**config.mk**
```make
export PLATFORM = sky130hd
export DESIGN_NAME = bcd_scan_display
export DESIGN_NICKNAME = d
export VERILOG_FILES = /design/src/rtl/bcd_scan_display_pkg.sv /design/src/rtl/bcd_to_seg7.sv /design/src/rtl/bcd_scan_display.sv
export SDC_FILE = /design/constraint.sdc
export NUM_CORES = 1
export LEC_CHECK = 0
export ABC_AREA = 1
export BUFFER_PORTS_ARGS = -buffer_cell sky130_fd_sc_hd__buf_2
export CAP_MARGIN = 40
export CORE_MARGIN = 8
export CORE_UTILIZATION = 40
export CTS_BUF_LIST = sky130_fd_sc_hd__clkbuf_4 sky130_fd_sc_hd__clkbuf_8
export DETAILED_ROUTE_END_ITERATION = 6
export PLACE_DENSITY = 0.68
export REMOVE_ABC_BUFFERS = 1
export SKIP_LAST_GASP = 1
export SLEW_MARGIN = 20
export SYNTH_ARGS = -nofsm -noshare
export SYNTH_HDL_FRONTEND = slang
export SYNTH_SLANG_ARGS = --single-unit
```
**constraint.sdc**
```tcl
create_clock -name clk -period 3.3 [get_ports clk]
set_clock_uncertainty 0.05 [all_clocks]
set_input_delay 0.66 -clock clk [delete_from_list [all_inputs] [get_ports clk]]
set_output_delay 0.66 -clock clk [all_outputs]
set_load 0.02 [all_outputs]
```
**src/rtl/bcd_scan_display_pkg.sv**
```systemverilog
// Shared seven-segment constants and payload types for the multiplexed BCD display.
package bcd_scan_display_pkg;

    localparam int unsigned NUM_DIGITS = 4;
    localparam int unsigned IDX_W      = $clog2(NUM_DIGITS);
    localparam int unsigned BCD_W      = 4;
    localparam int unsigned DIGITS_W   = NUM_DIGITS * BCD_W;
    localparam int unsigned SEG_W      = 7;

    // Active-low {g,f,e,d,c,b,a}
    localparam logic [SEG_W-1:0] SEG_0     = 7'h40;
    localparam logic [SEG_W-1:0] SEG_1     = 7'h79;
    localparam logic [SEG_W-1:0] SEG_2     = 7'h24;
    localparam logic [SEG_W-1:0] SEG_3     = 7'h30;
    localparam logic [SEG_W-1:0] SEG_4     = 7'h19;
    localparam logic [SEG_W-1:0] SEG_5     = 7'h12;
    localparam logic [SEG_W-1:0] SEG_6     = 7'h02;
    localparam logic [SEG_W-1:0] SEG_7     = 7'h78;
    localparam logic [SEG_W-1:0] SEG_8     = 7'h00;
    localparam logic [SEG_W-1:0] SEG_9     = 7'h10;
    localparam logic [SEG_W-1:0] SEG_DASH  = 7'h3F;
    localparam logic [SEG_W-1:0] SEG_BLANK = 7'h7F;

    typedef struct packed {
        logic [NUM_DIGITS-1:0] an;
        logic                  dp;
        logic [SEG_W-1:0]      seg;
    } disp_out_t;

endpackage

```
**src/rtl/bcd_to_seg7.sv**
```systemverilog
// Combinational BCD to active-low seven-segment decoder; non-decimal codes show a dash.
module bcd_to_seg7
    import bcd_scan_display_pkg::*;
(
    input  logic [BCD_W-1:0] i_bcd,
    output logic [SEG_W-1:0] o_seg_c
);

    always_comb begin
        o_seg_c = SEG_DASH;
        case (i_bcd)
            4'd0:    o_seg_c = SEG_0;
            4'd1:    o_seg_c = SEG_1;
            4'd2:    o_seg_c = SEG_2;
            4'd3:    o_seg_c = SEG_3;
            4'd4:    o_seg_c = SEG_4;
            4'd5:    o_seg_c = SEG_5;
            4'd6:    o_seg_c = SEG_6;
            4'd7:    o_seg_c = SEG_7;
            4'd8:    o_seg_c = SEG_8;
            4'd9:    o_seg_c = SEG_9;
            default: o_seg_c = SEG_DASH;
        endcase
    end

endmodule

```
**src/rtl/bcd_scan_display.sv**
```systemverilog
// Four-digit multiplexed BCD display driver with per-frame snapshot, leading-zero
// blanking and per-digit blink.
module bcd_scan_display
    import bcd_scan_display_pkg::*;
#(
    parameter int unsigned SCAN_DIV     = 50000,
    parameter int unsigned BLINK_FRAMES = 100
) (
    input  logic                  clk,
    input  logic                  reset,
    input  logic [DIGITS_W-1:0]   digits,
    input  logic                  blank_lz,
    input  logic [NUM_DIGITS-1:0] blink_en,
    input  logic [NUM_DIGITS-1:0] dp_mask,
    output logic [SEG_W-1:0]      seg,
    output logic                  dp,
    output logic [NUM_DIGITS-1:0] an,
    output logic                  frame
);

    localparam int unsigned DIV_W = (SCAN_DIV > 1) ? $clog2(SCAN_DIV) : 1;
    localparam int unsigned BLK_W = (BLINK_FRAMES > 1) ? $clog2(BLINK_FRAMES) : 1;
    localparam disp_out_t   OUT_RESET = '{an: '1, dp: 1'b1, seg: SEG_BLANK};

    logic [DIV_W-1:0]      r_div;
    logic [IDX_W-1:0]      r_idx;
    logic [DIGITS_W-1:0]   r_snap;
    logic [NUM_DIGITS-1:0] r_dp_snap;
    logic [BLK_W-1:0]      r_blk_cnt;
    logic                  r_blink_phase;
    logic                  r_frame;
    disp_out_t             r_out;

    logic                  w_tick;
    logic                  w_wrap;
    logic                  w_blink_wrap;
    logic [BCD_W-1:0]      w_nibble;
    logic [SEG_W-1:0]      w_seg_dec;
    logic [NUM_DIGITS-1:0] w_lz_blank;
    logic                  w_blank;
    disp_out_t             w_out;

    assign w_tick       = (r_div == DIV_W'(SCAN_DIV - 1));
    assign w_wrap       = w_tick && (r_idx == IDX_W'(NUM_DIGITS - 1));
    assign w_blink_wrap = w_wrap && (r_blk_cnt == BLK_W'(BLINK_FRAMES - 1));
    assign w_nibble     = r_snap[{r_idx, 2'b00} +: BCD_W];

    bcd_to_seg7 u_dec (
        .i_bcd   (w_nibble),
        .o_seg_c (w_seg_dec)
    );

    // A digit is a leading zero when it and every more significant digit are zero.
    always_comb begin
        logic zero_above;
        w_lz_blank = '0;
        zero_above = 1'b1;
        for (int i = NUM_DIGITS - 1; i >= 1; i--) begin
            zero_above    = zero_above && (r_snap[i*BCD_W +: BCD_W] == 4'd0);
            w_lz_blank[i] = zero_above;
        end
    end

    assign w_blank = (blank_lz && w_lz_blank[r_idx]) || (r_blink_phase && blink_en[r_idx]);

    always_comb begin
        w_out     = OUT_RESET;
        w_out.an  = ~(NUM_DIGITS'(1) << r_idx);
        if (!w_blank) begin
            w_out.seg = w_seg_dec;
            w_out.dp  = ~r_dp_snap[r_idx];
        end
    end

    always_ff @(posedge clk or negedge reset) begin
        if (!reset) begin
            r_div         <= '0;
            r_idx         <= '0;
            r_snap        <= '0;
            r_dp_snap     <= '0;
            r_blk_cnt     <= '0;
            r_blink_phase <= 1'b0;
            r_frame       <= 1'b0;
            r_out         <= OUT_RESET;
        end else begin
            r_div   <= w_tick ? '0 : r_div + 1'b1;
            r_frame <= w_wrap;
            r_out   <= w_out;
            if (w_tick) begin
                r_idx <= (r_idx == IDX_W'(NUM_DIGITS - 1)) ? '0 : r_idx + 1'b1;
            end
            // Frame boundary: snapshot inputs and advance the blink frame counter together
            if (w_wrap) begin
                r_snap    <= digits;
                r_dp_snap <= dp_mask;
                r_blk_cnt <= w_blink_wrap ? '0 : r_blk_cnt + 1'b1;
                if (w_blink_wrap) begin
                    r_blink_phase <= ~r_blink_phase;
                end
            end
        end
    end

    assign seg   = r_out.seg;
    assign dp    = r_out.dp;
    assign an    = r_out.an;
    assign frame = r_frame;

endmodule

```
### After elaboration in Yosys (flattened, before gate mapping)

Memories as Yosys holds them, arrays and structs flattened.
Cells that the tools add are included.

* register bits after elaboration: 59
* memory bits (read-only): 112
* input port bits: 27
* output and inout bits: 13
* word-level logic and storage cells: 44
* memories kept: 1

Memory list
* (no name shown): words 16, width 7, rd ports 1, clocked after Yosys merged registers in 0, wr ports 0, RTL line bcd_to_seg7.sv:11 `case (i_bcd)`

* add/sub/neg operators: 3
* $lt $le $gt $ge: 1
* eq/ne operators: 3
* shifts and indexed selects: 2
* muxes and demuxes: 10
* bitwise logic cells: 3
* reduce and logical (&&, ||, !) cells: 11

Operators by type and width (number)
* 16-bit by 1-bit adder with 16-bit output (second input constant): 1
* 16-bit equality test (second input constant): 1
* 16-bit 2-to-1 mux: 1
* 16-bit by 5-bit indexed part select with 4-bit output: 1
* 4-bit zero test: 3
* 8-bit 2-to-1 mux: 1
* 7-bit by 1-bit adder with 7-bit output (second input constant): 1
* 7-bit equality test (second input constant): 1
* 7-bit 2-to-1 mux: 1
* 1-bit binary-select mux with 2-bit select: 3
* 1-bit logical AND: 6
* 4-bit inverter: 1
* 1-bit by 2-bit left shift with 4-bit output (first input constant): 1
* 2-bit by 3-bit less-than comparator with 1-bit output (second input constant): 1
* 1-bit 2-to-1 mux: 3
* 2-bit by 1-bit adder with 2-bit output (second input constant): 1
* 2-bit equality test (second input constant): 1
* 2-bit 2-to-1 mux: 1
* 1-bit inverter: 2
* 2-bit AND reduction: 1
* 1-bit logical OR: 1

### Logic depth before layout (Yosys ltp)

* depth in word-level cells: 8
* depth in mapped cells: 12
* mapped depth without buffers: 10

### Cells and area by module

A second synthesis with hierarchy kept.

* cells, all modules: 413
* area total of the unflattened synthesis: 3191.8 um^2

Modules (own cells, without submodules)
* bcd_scan_display: times used 1, cells each 378, area an instance 3005.4 um^2, seq. area each 1491.4 um^2
* bcd_to_seg7: times used 1, cells each 35, area an instance 186.4 um^2, seq. area each 0.0 um^2

### Worst setup path before layout

OpenSTA, ideal clock, no wires.

* path type: flip-flop to flip-flop
* from: register r_idx[0]
* to: register r_out (netlist bit seg[0])
* library setup time: 88 ps
* arrival time: 1514 ps
* required time: 3162 ps
* setup slack: 1648 ps
* stages on the path, launching flop included: 12
* buffers on the path: 2
* period minus slack after synthesis: 1652 ps
* path through: dfrtp_1 -> clkbuf_2 -> inv_2 -> buf_2 -> nand2_1 -> nand3_1 -> nand2_1 -> inv_1 -> ha_1 -> nand3b_1 -> nand3_1 -> nand3_1

RTL lines
* start: declaration: RTL line bcd_scan_display.sv:26 `logic [IDX_W-1:0] r_idx;`
* start signal: assignment: RTL line bcd_scan_display.sv:90 `r_idx <= (r_idx == IDX_W'(NUM_DIGITS - 1)) ? '0 : r_idx + 1'b1;`
* end signal: assignment: RTL line bcd_scan_display.sv:88 `r_out <= w_out;`
* end: declaration: RTL line bcd_scan_display.sv:32 `disp_out_t r_out;`

### Final worst setup path

* from: register r_idx[0]
* to: register r_blink_phase

* cells in the longest elaborated chain, start to end: 4

RTL lines
* 2-bit equality test (*): RTL line bcd_scan_display.sv:44 `assign w_wrap = w_tick && (r_idx == IDX_W'(NUM_DIGITS - 1));`
* 1-bit logical AND (*): RTL line bcd_scan_display.sv:44
* 1-bit logical AND: RTL line bcd_scan_display.sv:45 `assign w_blink_wrap = w_wrap && (r_blk_cnt == BLK_W'(BLINK_FRAMES - 1));`
* 2-bit AND reduction (no line) (*)
* end signal: assignment: RTL line bcd_scan_display.sv:98 `r_blink_phase <= ~r_blink_phase;`
* end: declaration: RTL line bcd_scan_display.sv:30 `logic r_blink_phase;`

Every way passes the cells marked *; elsewhere a longest branch is shown, timed or not.
A chain may end at the register's enable or synchronous reset.

==> qor.yml <==
power_switching_share_pct: 20.83
antenna_found_initial: 0
die_x_um: 103.7
synth_edf_count: 0
grt_max_degree: 31
drv_cap: 0
yosysSeqAreaShare_pct: 48.47
synth_flop_cell: "dfrtp_1"
synth.distinct_cells: 26
multi_input_area_um2: 1309
holdWs_ns: 0.3291
design.core.area_um2: 7607
fmax_ghz: 0.4441
cellPowerDensity_nw_per_um2: 416.7
finalWirelength_um: 6386
htree_levels: 3
power_frac_clock_pct: 49.3
async_flop_share_pct: 100.0
drt.antenna.violating_nets: 0
place_congestion: 0.8619
status: "finished, final reports clean"
seq_power_share_pct: 48.5
power.leakage_uw: 0.001836
post-place-ws_ns: 1.059
drt-initial-drc-count: 137
hp-class: "input port to asynchronous set/reset pin"
clk_latency_ns: 0.34
cp_max_fo: 24
diodes: 0
worstRegToRegCells: 6
cp.arrival_ns: 2.48
cts_setup_buffers: 0
rows: 32
cts_tree: "built"
final_common_cell: "nand2_1"
cts-root-buf: "clkbuf_8"
min_period_ns: 2.252
clk_transition_reported_paths_ns: 0.07
holdBufCountCts: 0
area_delta_synth_final_pct: 16.43
p_switching_uw: 310.9
grt_usage_pct: 12.64
cts_resized: 0
cts_num_sinks: 59
synth.cell_area_um2: 3077
dieArea_um2: 10750
finalMaxSlewViolations: 0
final_cell_mix: "nand2_1, inv_1, nor2_1"
yosys_warnings: 0
vias: 2521
grt_pass1_vias: 2522
post-route-period-util_pct: 68.24
seq_area_um2: 1491
layout_setup_ws_ns: 1.048
fin_nets: 482
grt_pass1_wl_um: 11170
drc: 0
grt-ovfl-total: 0
fillers: 762
synth_seq_cells: 59
setup-violations-final: 0
drt_pass1_iterations: 4
place.detailed.hpwl_um: 4862
hold_viol_final: 0
initial_core_util_pct: 40.44
tns_ns: 0
wl_per_cell_um: 11.59
worstPathRequired_ns: 3.53
cts_buffers: 9
ir_worst_vdd_uv: 305.9
internal_power_uw: 1182
postLayoutCoreUtil_pct: 47.09
worst_slew_pin_slew_ns: 0.8071
crit_type: "register to register"
end_kind: "register"
avgSynthCellArea_um2: 7.692
combPwrFrac_pct: 2.2
cts_buffer_depth: 2
drive_gt1_share_pct: 17.82
num_io_pins: 40
dieHeight_um: 103.7
via_per_inst: 4.575
slew-limit-headroom_pct: 46.13
critPathLaunchType: "register"
rsz0062_at_grt: "false"
postSynthCellCount: 400
io_buffer_count: 39
-- synthesized netlist by cell type, drive strengths merged (2+ instances only) --
cell	instances	area, µm²
nand2	133	504.2
inv	55	206.5
nor2	49	186.4
dfrtp	47	1176
nand3	33	165.2
o21ai	27	138.9
dfstp	12	315.3
ha	11	137.6
xor2	10	87.58
buf	8	61.31
nand4	4	25.02
nand3b	3	22.52
o21bai	2	15.01
-- logic make-up after synthesis --
group                      share of synthesized area, %
DFF                                               48.47
and+or+nand+nor                                   29.56
AOI/OAI and AO/OA                                 5.368
buffers and inverters                             8.987
xor gates and xnor gates                          3.131
adders and majority gates                         4.473
-- sequential cells by signal, summed over array words and instances, names as in the netlist, 2 cells and up --
register / flops
r_blk_cnt: 7
r_div: 16
an: 4
seg: 7
r_idx: 2
r_dp_snap: 4
r_snap: 16
-- worst paths after layout --
kind / from / to / slack (ns)
setup reg to reg: r_idx[0] / r_blink_phase / 1.05
max in group asynchronous: reset / dp / 2.11
hold reg to reg: r_div[0] / r_div[0] / 0.41
setup / recovery: r_idx[0] / r_blink_phase / 1.05
hold / removal: reset / r_snap[4] / 0.33
min in group clk: r_div[0] / r_div[0] / 0.41
-- power by group through the flow --
stage,Sequential [µW],Combinational (µW),Clock (µW)
CTS,724,34.4,755
detailed placement,737,34.4,0
floorplan,737,1.04,0
global placement,737,34.6,0
finish,724,32.8,736
global route,723,37.7,786
-- worst max-delay path: stages, from the launching register on --
cell	delay, ns
dfrtp_1	0.66
ha_1	0.28
inv_1	0.08
nor2_2	0.64
buf_4	0.33
nand3b_1	0.09
nand2_1	0.07
-- layout make-up --
class                   count  share of cell area [%]
flip-flops and latches     59                   41.63
multi-input cells         276                   36.54
repair buffers             42                   6.078
inverters                  56                   5.868
clock buffers              10                   3.842
well taps                 102                   3.563
clock inverters             6                   2.480
-- stage by stage --
stage / cells / total power, µW / area [µm²]
after floorplan: 391 / 738.1 / 3010
after global placement: 535 / 771.4 / 3356
after detailed placement: 535 / 771.2 / 3356
after CTS: 551 / 1513 / 3582
after global routing: 551 / 1547 / 3582
final: 551 / 1493 / 3582
-- per-layer routing --
layer,track usage [%],share of wire [%]
met1,15.86,48
met2,19.34,46
met3,4.213,5.0
met4,5.584,1.5
met5,0,0
(Power assumes the default switching activity.)
